--- src/rtl/motor_pkg.sv ---
// Shared encodings for the motor command sequencer: drive commands, bridge pin
// patterns and FSM states.
package motor_pkg;

  typedef enum logic [1:0] {
    CMD_LEFT  = 2'b00,
    CMD_RIGHT = 2'b01,
    CMD_STOP  = 2'b10,
    CMD_FWD   = 2'b11
  } cmd_e;

  typedef enum logic [1:0] {
    IDLE = 2'b00,
    DEAD = 2'b01,
    RUN  = 2'b10
  } state_e;

  // Patterns are ordered {as1, as2, bs1, bs2}
  localparam logic [3:0] PAT_LEFT  = 4'b1101;
  localparam logic [3:0] PAT_RIGHT = 4'b0111;
  localparam logic [3:0] PAT_FWD   = 4'b1111;
  localparam logic [3:0] PAT_STOP  = 4'b0000;

  function automatic logic [3:0] pattern_of(input cmd_e c);
    logic [3:0] p;
    case (c)
      CMD_LEFT:  p = PAT_LEFT;
      CMD_RIGHT: p = PAT_RIGHT;
      CMD_FWD:   p = PAT_FWD;
      default:   p = PAT_STOP;
    endcase
    return p;
  endfunction

endpackage

--- src/rtl/motor_pwm_gen.sv ---
// Free-running PWM counter with duty compare; an all-ones duty means fully on.
module motor_pwm_gen #(
  parameter int PWM_W = 8
) (
  input  logic             clock,
  input  logic             reset_n,
  input  logic [PWM_W-1:0] duty,
  output logic             pwm_on
);

  logic [PWM_W-1:0] pwm_cnt_q;
  logic [PWM_W-1:0] pwm_cnt_d;

  always_comb begin
    pwm_cnt_d = pwm_cnt_q + PWM_W'(1);
  end

  always_ff @(posedge clock) begin
    if (!reset_n) begin
      pwm_cnt_q <= '0;
    end else begin
      pwm_cnt_q <= pwm_cnt_d;
    end
  end

  assign pwm_on = (pwm_cnt_q < duty) || (&duty);

endmodule

--- src/rtl/motor_cmd_sequencer.sv ---
// Drive-command sequencer for two H-bridge channels: dead time on direction
// changes, PWM-gated enables, timed hold, preemption and immediate stop.
module motor_cmd_sequencer
  import motor_pkg::*;
#(
  parameter int unsigned HOLD_CYCLES = 27000000,
  parameter int          CNT_W       = 26,
  parameter int unsigned DEAD_CYCLES = 1000,
  parameter int          PWM_W       = 8,
  parameter bit          PREEMPT     = 1'b1
) (
  input  logic             clock,
  input  logic             reset_n,
  input  logic [1:0]       cmd,
  input  logic             cmd_valid,
  output logic             cmd_ready,
  input  logic [PWM_W-1:0] duty,
  output logic             e1,
  output logic             e2,
  output logic             as1,
  output logic             as2,
  output logic             bs1,
  output logic             bs2,
  output logic             busy,
  output logic             done
);

  if (HOLD_CYCLES < 1 ||
      longint'(HOLD_CYCLES) >= (longint'(1) << CNT_W) ||
      longint'(DEAD_CYCLES) >= (longint'(1) << CNT_W)) begin : g_cfg_err
    $error("motor_cmd_sequencer: CNT_W too narrow for HOLD_CYCLES/DEAD_CYCLES");
  end

  localparam logic [CNT_W-1:0] HOLD_LD = CNT_W'(HOLD_CYCLES);
  localparam logic [CNT_W-1:0] DEAD_LD = CNT_W'(DEAD_CYCLES);

  state_e           state_q, state_d;
  logic [CNT_W-1:0] hold_q, hold_d;
  logic [CNT_W-1:0] dead_q, dead_d;
  logic [PWM_W-1:0] duty_q, duty_d;
  cmd_e             cur_q, cur_d;
  logic [3:0]       pat_q, pat_d;
  logic             e_q, e_d;
  logic             busy_q, busy_d;
  logic             done_q, done_d;

  cmd_e cmd_c;
  logic accept;
  logic is_stop;
  logic start_new;
  logic pwm_on;

  assign cmd_c   = cmd_e'(cmd);
  assign is_stop = (cmd_c == CMD_STOP);
  assign accept  = cmd_valid && cmd_ready;

  // Ready must reflect the command currently offered, so it is decoded from state.
  always_comb begin
    cmd_ready = 1'b1;
    case (state_q)
      DEAD:    cmd_ready = is_stop;
      RUN:     cmd_ready = PREEMPT || is_stop;
      default: cmd_ready = 1'b1;
    endcase
  end

  always_comb begin
    state_d   = state_q;
    hold_d    = hold_q;
    dead_d    = dead_q;
    duty_d    = duty_q;
    cur_d     = cur_q;
    pat_d     = pat_q;
    done_d    = 1'b0;
    start_new = 1'b0;

    case (state_q)
      IDLE: begin
        pat_d = PAT_STOP;
        if (accept && !is_stop) start_new = 1'b1;
      end
      DEAD: begin
        if (dead_q > CNT_W'(1)) begin
          dead_d = dead_q - CNT_W'(1);
        end else begin
          dead_d  = '0;
          hold_d  = HOLD_LD;
          state_d = RUN;
        end
      end
      RUN: begin
        if (accept && !is_stop) begin
          // Same direction just extends the hold; a new direction needs dead time
          if (cmd_c == cur_q) begin
            hold_d = HOLD_LD;
            duty_d = duty;
          end else begin
            start_new = 1'b1;
          end
        end else if (hold_q > CNT_W'(1)) begin
          hold_d = hold_q - CNT_W'(1);
        end else begin
          hold_d  = '0;
          pat_d   = PAT_STOP;
          done_d  = 1'b1;
          state_d = IDLE;
        end
      end
      default: begin
        state_d = IDLE;
        pat_d   = PAT_STOP;
        hold_d  = '0;
        dead_d  = '0;
      end
    endcase

    if (start_new) begin
      cur_d  = cmd_c;
      duty_d = duty;
      pat_d  = pattern_of(cmd_c);
      if (DEAD_CYCLES == 0) begin
        state_d = RUN;
        hold_d  = HOLD_LD;
        dead_d  = '0;
      end else begin
        state_d = DEAD;
        dead_d  = DEAD_LD;
        hold_d  = '0;
      end
    end

    if (accept && is_stop) begin
      state_d = IDLE;
      pat_d   = PAT_STOP;
      hold_d  = '0;
      dead_d  = '0;
      done_d  = 1'b0;
    end

    e_d    = (state_d == RUN) && pwm_on;
    busy_d = (state_d != IDLE);
  end

  // The PWM compare sees the duty that will be in force after this edge
  motor_pwm_gen #(
    .PWM_W(PWM_W)
  ) u_pwm (
    .clock  (clock),
    .reset_n(reset_n),
    .duty   (duty_d),
    .pwm_on (pwm_on)
  );

  always_ff @(posedge clock) begin
    if (!reset_n) begin
      state_q <= IDLE;
      hold_q  <= '0;
      dead_q  <= '0;
      duty_q  <= '0;
      cur_q   <= CMD_STOP;
      pat_q   <= PAT_STOP;
      e_q     <= 1'b0;
      busy_q  <= 1'b0;
      done_q  <= 1'b0;
    end else begin
      state_q <= state_d;
      hold_q  <= hold_d;
      dead_q  <= dead_d;
      duty_q  <= duty_d;
      cur_q   <= cur_d;
      pat_q   <= pat_d;
      e_q     <= e_d;
      busy_q  <= busy_d;
      done_q  <= done_d;
    end
  end

  assign e1                 = e_q;
  assign e2                 = e_q;
  assign {as1, as2, bs1, bs2} = pat_q;
  assign busy               = busy_q;
  assign done               = done_q;

endmodule

--- config.mk ---
export PLATFORM = sky130hd
export DESIGN_NAME = motor_cmd_sequencer
export DESIGN_NICKNAME = d
export VERILOG_FILES = /design/src/rtl/motor_pkg.sv /design/src/rtl/motor_pwm_gen.sv /design/src/rtl/motor_cmd_sequencer.sv
export SDC_FILE = /design/constraint.sdc
export NUM_CORES = 1
export LEC_CHECK = 0
export ABC_AREA = 1
export BUFFER_PORTS_ARGS = -buffer_cell sky130_fd_sc_hd__buf_2
export CORE_UTILIZATION = 45
export CTS_BUF_LIST = sky130_fd_sc_hd__clkbuf_8
export DETAILED_ROUTE_END_ITERATION = 8
export PLACE_DENSITY_LB_ADDON = 0.25
export SLEW_MARGIN = 20
export SYNTH_ARGS = -nofsm -noshare
export SYNTH_HDL_FRONTEND = slang
export SYNTH_HIERARCHICAL = 1
export SYNTH_SLANG_ARGS = --single-unit
--- constraint.sdc ---
create_clock -name clock -period 2.87 [get_ports clock]
set_clock_uncertainty 0.15 [all_clocks]
set_input_delay 0.1435 -clock clock [delete_from_list [all_inputs] [get_ports clock]]
set_output_delay 0.1435 -clock clock [all_outputs]
set_load 0.05 [all_outputs]
======== After elaboration in Yosys (flattened, before gate mapping) ========
Index checks and enable logic that the tools add are counted.
storage, ports and cells
  memories ................................ 0
  output and inout port bits .............. 9
  logic and storage cells ................. 78
  bits in read-only memories .............. 0
  latch bits .............................. 0
  input bits .............................. 13
  RAM bits ................................ 0
  flip-flop bits (word level) ............. 79
cells by class
  divide/modulo/power cells ............... 0
  reduce and logical (&&, ||, !) cells .... 16
  bitwise operators ....................... 3
  add/sub/neg operators ................... 3
  muxes and demuxes ....................... 29
  shifts and indexed selects .............. 0
  $lt $le $gt $ge ......................... 3
  eq/ne operators ......................... 13
  multiply operators ...................... 0
operators by type and width
  operator                                              count
  2-to-1 mux 26 bit                                     5
  one-hot mux 26 bit (3 select lines)                   1
  > comparator 26 x 1 -> 1 bit (second input constant)  2
  one-hot mux 26 bit (2 select lines)                   1
  subtractor 26 x 1 -> 26 bit (second input constant)   2
  2-to-1 mux 8 bit                                      4
  2-to-1 mux 4 bit                                      3
  one-hot mux 4 bit (3 select lines)                    1
  2-to-1 mux 10 bit                                     1
  2-to-1 mux 2 bit                                      5
  inequality test 3 bit (second input constant)         3
  adder 8 x 1 -> 8 bit (second input constant)          1
  == test 2 bit (second input constant)                 4
  less-than comparator 8 bit                            1
  one-hot mux 4 bit (2 select lines)                    1
  AND reduction 8 bit                                   1
  one-hot mux 2 bit (3 select lines)                    1
  AND reduction 3 bit                                   2
  2-to-1 mux 1 bit                                      5
  == test 2 x 1 -> 1 bit (second input constant)        2
  logical AND 1 bit                                     4
  zero test 2 bit                                       2
  inequality test 2 bit (second input constant)         2
  OR reduction 2 bit                                    2
  9 further kinds                                       11

======== Longest topological paths before layout ========
Gate-level depths: netlist (run 1).
  depth after elaboration ................. 10
  mapped depth ............................ 19
  gate-level depth less buffers ........... 19

======== Modules after synthesis ========
The synthesis (run 1) kept the hierarchy.
by module, submodules not included
  module               cells an instance  sequential area each (µm²)  times used  area each (µm²)
  motor_cmd_sequencer  614                1,401.3                     1           4,098.9
  motor_pwm_gen        77                 160.2                       1           538.0

======== Worst setup path before layout (run 1) ========
No wires, ideal clock.
  kind .................................... reg2reg
  from .................................... reg state_q[1]
  to ...................................... reg e_q (netlist: e1)
  slack ................................... 398 ps
  arrival ................................. 2,258 ps
  library setup time ...................... 64 ps
  required time ........................... 2,656 ps
  stages on the path, launching flop included .. 17
  path through ............................ dfxtp_1 > inv_1 > ha_1 > inv_2 > nand3_2 > nor2_1 > inv_1 > nand2_1 > nand2_1 > inv_1 > ha_1 > a21oi_1 > o21a_1 > nand2_1 > nand2_1 > nand2_1 > nor2_1
on the way
  cells in the longest elaborated chain, start to end .. 10
  elaborated cells between the ends (all ways) .. 24
ends and longest elaborated chain
  element                                                                 line                                                  RTL
  start, declared                                                         motor_cmd_sequencer.sv:37                             state_e state_q, state_d;
  start signal, assigned                                                  motor_cmd_sequencer.sv:166                            state_q <= state_d;
  == test 2 x 1 -> 1 bit                                                  motor_cmd_sequencer.sv:60                             case (state_q)
  2-to-1 mux 1 bit                                                        motor_cmd_sequencer.sv:60
  logical AND 1 bit                                                       motor_cmd_sequencer.sv:55                             assign accept = cmd_valid && cmd_ready;
  logical AND 1 bit                                                       motor_cmd_sequencer.sv:80, motor_cmd_sequencer.sv:92
  2-to-1 mux 1 bit (tied with other cells)                                motor_cmd_sequencer.sv:92                             if (accept && !is_stop) begin
  one-hot mux 1 bit (2 select lines) or 2-to-1 mux 8 bit (tied branches)  motor_cmd_sequencer.sv:77                             case (state_q)
  2-to-1 mux 8 bit *                                                      motor_cmd_sequencer.sv:117                            if (start_new) begin
  net duty_d[7]                                                           motor_cmd_sequencer.sv:40                             logic [PWM_W-1:0] duty_q, duty_d;
  less-than comparator 8 bit or AND reduction 8 bit (tied branches)       motor_pwm_gen.sv:26                                   assign pwm_on = (pwm_cnt_q < duty) || (&duty);
  logical OR 1 bit *                                                      motor_pwm_gen.sv:26
  net pwm_on                                                              motor_cmd_sequencer.sv:51                             logic pwm_on;
  logical AND 1 bit *                                                     motor_cmd_sequencer.sv:140                            e_d = (state_d == RUN) && pwm_on;
  end signal, assigned                                                    motor_cmd_sequencer.sv:162                            e_q <= 1'b0;
  end signal, assigned                                                    motor_cmd_sequencer.sv:172                            e_q <= e_d;
  end, declared                                                           motor_cmd_sequencer.sv:43                             logic e_q, e_d;
The timed path passes the listed nets; every way through them passes the cells marked *.
A chain may end at the register's enable or synchronous reset.

======== Worst setup path in the final report (run 1) ========
  from .................................... in cmd[0]
  to ...................................... reg e_q (netlist: e1)
on the way
  cells in the longest elaborated chain, start to end .. 10
  elaborated cells between the ends (all ways) .. 24
ends and longest elaborated chain
  element                                                                 line                                                  RTL
  start, declared                                                         motor_cmd_sequencer.sv:14                             input logic [1:0] cmd,
  == test 2 bit                                                           motor_cmd_sequencer.sv:54                             assign is_stop = (cmd_c == CMD_STOP);
  2-to-1 mux 1 bit                                                        motor_cmd_sequencer.sv:60
  logical AND 1 bit                                                       motor_cmd_sequencer.sv:55
  logical AND 1 bit                                                       motor_cmd_sequencer.sv:80, motor_cmd_sequencer.sv:92
  2-to-1 mux 1 bit (tied with other cells)                                motor_cmd_sequencer.sv:92
  one-hot mux 1 bit (2 select lines) or 2-to-1 mux 8 bit (tied branches)  motor_cmd_sequencer.sv:77
  2-to-1 mux 8 bit *                                                      motor_cmd_sequencer.sv:117
  net duty_d[6]                                                           motor_cmd_sequencer.sv:40
  less-than comparator 8 bit or AND reduction 8 bit (tied branches)       motor_pwm_gen.sv:26
  logical OR 1 bit *                                                      motor_pwm_gen.sv:26
  net pwm_on                                                              motor_cmd_sequencer.sv:51
  logical AND 1 bit *                                                     motor_cmd_sequencer.sv:140
Marked as above.

==> results of run 1 <==
[how the worst min path moves through the flow]
stage,start,end,slack (ns),cells past startpoint
finish,cmd_valid,state_q[0]$_SDFF_PN0_,0.08,4
floorplan,reset_n,u_pwm/pwm_cnt_q[1]$_SDFF_PN0_,0.09,2
CTS,cmd_valid,state_q[0]$_SDFF_PN0_,0.05,4
global placement,duty[0],duty_q[0]$_SDFF_PN0_,0.28,3
detailed placement,duty[0],duty_q[0]$_SDFF_PN0_,0.28,3
global route,cmd_valid,e1$_SDFF_PN0_,0.11,5
[Yosys cell counts (all sizes together)]
master  instances
nand2         177
xnor2           2
o211ai          2
and2            1
a31oi           1
nor2          105
a21oi          52
nor4            1
buf            10
and3            1
a211oi          1
nor3           20
nor3b           5
nand3b          4
clkbuf          2
or2             3
nand4          12
ha             21
o21a            1
nand3          38
o22ai           1
dfxtp          78
clkinv          1
o21ai          26
inv            96
xor2           29
o21bai          1
[repair_timing]
item / in CTS / in global routing
hold buffers: 11 / 0
setup endpoints to repair: 0 / 1
setup buffers: 0 / 3
gates resized for setup: 0 / 5
endpoints found under the hold margin: 14 / 0
[cell type report]
type,count,share of cell area
clock buffer,10,0.0263
clock inverter,6,0.0148
inverter,97,0.0708
multi-input combinational,504,0.502
sequential,78,0.298
tap,133,0.0318
timing repair buffer,42,0.0555
[per-layer routing]
metal / vias to the layer above / global-route usage
met3: 16 / 0.0327
met5: - / 0
met2: 76 / 0.319
li1: 2267 / -
met4: 0 / 0.0849
met1: 1918 / 0.256
[per-stage QoR]
stage          cells  worst slack (ns)  total power [W]  hold WS, ns
2_1_floorplan    691             0.398          0.00201       0.0870
3_3_place_gp     840             0.401          0.00220        0.278
3_5_place_dp     840             0.225          0.00221        0.278
4_1_cts          867             0.193          0.00313       0.0524
5_1_grt          870            0.0306          0.00333        0.108
6_report         870             0.264          0.00313       0.0803
[power by group]
group / total, W / switching (W) / leakage (nW) / internal (W)
clock network: 0.000908 / 0.000403 / 0.119 / 0.000505
logic: 0.00102 / 0.000666 / 1.75 / 0.000353
registers: 0.00120 / 0.0000515 / 0.633 / 0.00115
[tightest hold or removal path: cells and delay by family]
family                 cells  cell delay (ns)
buffers and inverters      2             0.20
and+or+nand+nor            2             0.22
[cells in the final DEF (no fill, tap or decap), types with 12 or more instances in the layout]
| cell | netlist | layout |
|---|---|---|
| nor3_1 | 18 | 18 |
| buf_2 | 2 | 21 |
| o21ai_0 | 20 | 20 |
| dfxtp_1 | 78 | 78 |
| xor2_1 | 29 | 29 |
| nor2_1 | 92 | 92 |
| inv_1 | 85 | 85 |
| ha_1 | 21 | 20 |
| nand3_1 | 35 | 35 |
| nand4_1 | 12 | 12 |
| nand2_1 | 174 | 173 |
| a21oi_1 | 51 | 51 |
[flip-flops by register name, summed over array words and instances, names as in the netlist, 2 cells and up]
signal and cells:
duty_q 8, dead_q 26, state_q 2, cur_q 2, u_pwm/pwm_cnt_q 8, pat_q 3
hold_q 26
[cell families after synthesis]
logic type / after synthesis / share of synthesized area
simple gates: 367 / 0.350
buf+inv: 109 / 0.0990
compound gates: 85 / 0.0990
flops: 78 / 0.337
xor+xnor: 31 / 0.0586
fa+ha+maj: 21 / 0.0567
==> results.md, run 1 <==
Route:
- The detailed-route DRC error count is 0.
- The top routing layer in use is met4.
- The routed metal-1 wire length is 5020 µm.
- Detailed routing placed a total of 4550 µm of wire on met2.
- Using the TritonRoute via totals, the vias-per-cell ratio works out to 4.92.
- After detailed routing, the total wire length is 10100 µm.
- For this run, the detailed router's first-pass iteration total came to 4.
- The post-detailed-route wirelength per cell is 11.6 µm.
- The routed length on met3 is 317 µm.
- Once detail routing completed, the nets flagged for antenna violations numbered 0.
- The violation count after the first detailed-route iteration is 131.
- The routed via count is 4277.

Worst setup path:
- Walking the worst path, the cells encountered are dlygate4sd3_1 -> buf_2 -> inv_1 -> ha_1 -> inv_2 -> nand3_4 -> nor2_1 -> buf_4 -> clkinvlp_4 -> buf_4 -> nand2_1 -> nand2_1 -> inv_1 -> ha_1 -> nand2_1 -> o21a_1 -> nand2_1 -> nand2_1 -> nand2_1 -> nor2_1.
- The worst reg2reg path startpoint is state_q[1]$_SDFF_PN0_.
- The biggest cell delay along the critical path is 0.52 ns.
- The startpoint of the most critical setup path is cmd[0].
- Following the worst setup path forward leads to its endpoint at e1$_SDFF_PN0_.
- For this design, the slowest cell found on the critical path is dlygate4sd3_1.
- The critical path class is in2reg.
- The kind of cell with the highest combined delay on the critical path is buffers and inverters.
- The setup check on the worst reg-to-reg path leaves a slack of 0.28 ns.
- The capturing element type of the critical path is a flop.
- Of all nets on the critical path, the largest fanout is 8.
- Counting buffers and inverters, the worst setup path is 20 cells deep.
- The depth of the worst register-to-register path is 18.
- Among the stages of the critical path, the cell type that occurs most often is nand2_1.
- Data on the critical path is required at its endpoint by 3.02 ns.
- STA classifies the critical path startpoint as an input port.
- Data arrives at the worst endpoint at 2.75 ns.
- Together, buffers and inverters on the worst path number 8.
- The critical register-to-register path endpoint is e1$_SDFF_PN0_.

Synth:
- The synthesized design spends more area on one cell type than any other, namely dfxtp_1.
- The count of synthesis-stage warnings from yosys is 6.
- Ranked by total cell area, the synthesized netlist is headed by dfxtp_1 34%, nand2_1 14%, nor2_1 7.4%.
- The net count after synthesis is 725.
- In the synthesized netlist, the number of instances is 691.
- Synthesis inferred 78 register bits.
- Of the post-synthesis cell area, the dominant cell type holds 0.337.
- The number of unique standard cell types used by synthesis is 44.
- The mapped netlist covers 4640 µm².
- A synthesized cell averages 6.71 µm².
- The sequential share of the synthesized area is 0.337.

Power:
- The ratio of total power to cell area is 598 nW/µm².
- The worst voltage drop across the vdd grid is 0.341 mV.
- Summed over all cells, the static leakage comes to 2.50 nW.

CTS:
- Clock tree synthesis selected as its root buffer the cell clkbuf_8.
- TritonCTS built the clock tree.
- The worst-case clock buffer depth is 2.
- The clock reaches the later pin of the worst-skew pair after 0.36 ns.
- The clock transition at the registers of the reported paths is 0.08 ns.
- For this design, the sink count on the clock tree is 78.
- The number of H-tree levels is 3.
- Buffers inserted during clock tree synthesis total 9.

Layout:
- The area of all sequential standard cells is 1560 µm².
- The finished cells cover 5230 µm².
- Of the cells placed in the final design, the portion with a size suffix greater than 1 is 0.118.
- The number of antenna diodes in the final layout is 0.
- Once layout is complete, the utilization of the core stands at 0.530.
- The net count of the finished layout is 766.
- From synthesis to final layout, the design area changed by 12.8%.
- The multi-input gate area in the final layout is 2630 µm².
- The number of fill cells in the layout is 964.

Floorplan:
- The initialized floorplan defines 36 standard-cell rows.
- The die is 104 µm wide.
- The height of the die is 104 µm.
- 22 I/O pins were placed.
- The area of the die is 10700 µm².
- The placeable core area is 9860 µm².
- For this configuration, the core starts out at a cell density of 0.470.

Run:
- The number of max-cap violations is 0.

Timing:
- Dividing the final minimum period by the clock period gives 0.908.
- For the finished layout, the period the worst path requires is 2.61 ns.
- The count of final max-slew check failures is 0.
- The relative max-transition margin is 0.675.
- The hold violation total from the final report is 0.
- The setup violation total in the final timing report is 0.
- Setup repair after global routing left no endpoint under its margin.
- For the pin with the worst max-slew slack, the measured transition is 0.486 ns.
- The timing-limited maximum frequency is 384 MHz.
- The total negative slack is 0 ns.

Global routing:
- Entering global routing, the biggest net connects 22 pins.
- The wire length of the first global-routing pass is 17300 µm.
- The number of global-route vias before repair is 3935.
- The leftover overflow at the end of global routing is 0.
- For this run, the total global-route usage over all layers was measured as 0.196.
- The initial antenna violation count is 0.

Place:
- During placement, the flow inserted port buffers numbering 21.
- The placed cell area is 4870 µm².
- The final weighted congestion of routability-driven global placement is 0.871.
- The final HPWL from detailed placement is 7460 µm.

Min path:
- The class of the worst hold path is in2reg.

Outcome:
- The run finished with clean final reports.
No activity file was read; power rests on OpenSTA's default activity.
==> inputs of run 2 (changes only) <==
Settings changed: CORE_UTILIZATION 45 to 60.
==> run 2 against run 1 <==
  * Cell count fell by 3.9%
  * Non-clock buffer count stayed put
  * Final area fell by 0.74%
  * Via count rose by 3.0%
  * Routed wire length is 4.1% higher
  * Largest power group unchanged
==> results.md, run 2 (same netlist as run 1, synthesis figures left out) <==
Worst setup path:
- The required time at the endpoint of the critical path is 3.01 ns.
- The kind of start point of the critical path is an input port.
- In this run the critical register-to-register path is launched from state_q[1]$_SDFF_PN0_.
- STA classifies the critical path endpoint as a flop.
- The depth of the worst register-to-register path is 17.
- The critical path goes through dlygate4sd3_1 -> buf_2 -> inv_1 -> ha_1 -> inv_2 -> nand3_4 -> nor2_2 -> buf_4 -> clkinvlp_4 -> nand2_1 -> nand2_1 -> inv_1 -> ha_1 -> a21oi_1 -> o21a_1 -> nand2_1 -> nand2_1 -> nand2_1 -> nor2_1.
- The worst setup path is of the in2reg kind.
- The critical register-to-register path endpoint is e1$_SDFF_PN0_.
- The cell with the most instances on the worst path is nand2_1.
- The maximum fanout along the worst path is 7.
- The biggest cell delay along the critical path is 0.52 ns.
- Across all register-to-register paths, the minimum setup slack is 0.24 ns.
- Among all stages on the critical path, the largest delay is contributed by dlygate4sd3_1.
- The arrival time of data at the critical path endpoint is 2.81 ns.

Global routing:
- Across every metal layer, demand over resource in global routing totals 0.267.
- The number of global-route vias before repair is 4224.
- The initial antenna violation count came to 0.
- The largest net degree at the start of global routing is 22.
- The first global-routing pass estimated 18000 µm of wire.
- The leftover overflow at the end of global routing is 0.

Power:
- The share of total power dissipated in sequential elements is 0.382.
- The leakage power figure is 2.50 nW.
- Summed over all nets, the switching power comes to 0.00114 W.
- The worst voltage drop across the vdd grid is 0.389 mV.
- Of the total power, the clock network draws 0.289.
- Dividing total power by cell area gives a power density of 605 nW/µm².
- The share of total power dissipated in combinational logic is 0.329.
- The cell-internal power is 0.00201 W.
- The fraction of power spent switching nets is 0.362.

Place:
- The final HPWL from detailed placement is 7390 µm.
- The placed cell area is 4830 µm².
- The number of input and output port buffers inserted is 21.
- The final weighted congestion of routability-driven global placement is 0.950.

CTS:
- The clock transition at the registers of the reported paths is 0.08 ns.
- The clock latency reported for the late side of the worst-skew pair is 0.35 ns.
- No sink is reached through more buffers than the 2 on the longest clock path.
- The tree built by TritonCTS fans out to 78 sinks.
- Clock tree synthesis selected as its root buffer the cell clkbuf_8.
- In this run the number of H-tree levels came out at 3.
- TritonCTS built the clock tree.
- The number of buffers inserted during clock tree synthesis is 9.

Outcome:
- The run finished with clean final reports.

Layout:
- The library cells used most frequently in the layout, excluding fill and tap cells, are 174 x nand2_1, 91 x nor2_1, 85 x inv_1.
- The number of inserted diodes is 0.
- The most common cell after layout, fill and taps aside is nand2_1.
- The fraction of final layout cells sized beyond drive strength 1 is 0.119.
- The final net count is 766.
- Relative to the synthesized area, the layout overhead comes to 12.0%.
- The final core area utilization is 0.705.
- The area of all placed cells without fillers is 5190 µm².
- In the final layout, the registers with the most flip-flops are dead_q (26), hold_q (26).
- The number of fill cells in the layout is 616.

Route:
- The final layout contains routed wiring with a total length of 10500 µm.
- The first detailed-routing pass took 5 iterations.
- The post-detailed-route wirelength per cell is 12.5 µm.
- The detailed-route DRC error count is 0.
- The detail route stage leaves a number of antenna-violating nets equal to 0.
- In the routed layout, each cell is associated on average with a via count of 5.27.
- The routed via count is 4404.
- The violation count after the first detailed-route iteration is 219.

Floorplan:
- The top-level I/O count is 22.
- In this run the horizontal extent of the chip is 89.9 µm.
- For this configuration, the core starts out at a cell density of 0.629.
- The die covers 8080 µm².
- In this run the core area contains 31 standard-cell rows.
- The die is 89.9 µm tall.
- After floorplanning, the core was sized to cover 7370 µm².

Timing:
- For the pin with the worst max-slew slack, the measured transition is 0.460 ns.
- The hold violation total from the final report is 0.
- The timing-limited maximum frequency is 375 MHz.
- The relative max-transition margin is 0.692.
- The setup violation total in the final timing report is 0.
- In the finished design, the share of the clock period the worst path needs comes to 0.929.
- Setup repair after global routing left no endpoint under its margin.
- The total negative slack is 0 ns.
- After layout, the minimum clock period comes to 2.67 ns.
- The count of final max-slew check failures is 0.

Min path:
- The worst-case hold path end point is e1$_SDFF_PN0_.
- In this run the most critical hold path is launched from cmd_valid.
- Counting instances, the worst hold path has a depth of 5.
- The path class of the tightest hold or removal check is in2reg.

Run:
- Max-cap violations in this run came to 0.
[run 2: cell count changes in the layout (fill, tap and decap cells not counted)]
cell     before  now
a21oi_1      51   50
a21oi_2       0    1
nand2_1     173  174
nand2_2       3    2
nor2_1       92   91
nor2_2       11   12
[run 2: layer usage]
metal,global-route usage,wire [µm],vias to the layer above,share of wire
met4,0.0766,59,0,0.0056
met1,0.326,4930,2019,0.47
met5,0,0,-,0
met2,0.478,5030,112,0.48
li1,-,-,2267,-
met3,0.0508,468,6,0.045
[run 2: metrics by stage]
stage	setup WS (ns)	total power, W	instances	hold WS, ns
2_1_floorplan	0.398	0.00201	691	0.0870
3_3_place_gp	0.414	0.00218	806	0.277
3_5_place_dp	0.195	0.00221	806	0.283
4_1_cts	0.120	0.00313	833	0.0531
5_1_grt	0.0177	0.00335	836	0.117
6_report	0.203	0.00314	836	0.0724
[run 2: power groups by stage]
stage          clock network [W]  logic (W)  registers (W)
2_1_floorplan                  0   0.000775        0.00123
3_3_place_gp                   0   0.000961        0.00122
3_5_place_dp                   0   0.000984        0.00123
4_1_cts                 0.000922    0.00101        0.00120
5_1_grt                 0.000971    0.00117        0.00121
6_report                0.000908    0.00104        0.00120
[run 2: area by class of cell]
cell class | instances | area (µm²) | share of cell area
clock inverter | 6 | 77.6 | 0.0149
inverter | 97 | 370 | 0.0713
sequential | 78 | 1560 | 0.301
multi-input combinational | 504 | 2630 | 0.507
timing repair buffer | 42 | 290 | 0.0559
tap | 99 | 124 | 0.0238
clock buffer | 10 | 138 | 0.0265
[run 2: worst max-delay path by stage]
stage	start	end	slack, ns	depth (start not counted)
2_1_floorplan	state_q[1]$_SDFF_PN0_	e1$_SDFF_PN0_	0.40	16
3_3_place_gp	state_q[1]$_SDFF_PN0_	e1$_SDFF_PN0_	0.41	17
3_5_place_dp	state_q[1]$_SDFF_PN0_	e1$_SDFF_PN0_	0.20	17
4_1_cts	state_q[1]$_SDFF_PN0_	e1$_SDFF_PN0_	0.12	17
5_1_grt	cmd[0]	e1$_SDFF_PN0_	0.02	20
6_report	cmd[0]	e1$_SDFF_PN0_	0.20	19
[run 2: repair_timing]
action	in CTS	in global routing
resized for setup	0	6
hold endpoints to repair	14	0
endpoints found under the setup margin	0	1
hold buffers	11	0
buffers inserted	0	3
[run 2: critical path, delay by kind of cell]
| family | cells | cell delay (ns) |
|---|---|---|
| AND/OR/NAND/NOR | 8 | 0.64 |
| buffers and inverters | 7 | 1.23 |
| AO/OA/AOI/OAI | 2 | 0.32 |
| adder cells (fa/ha/maj) | 2 | 0.48 |
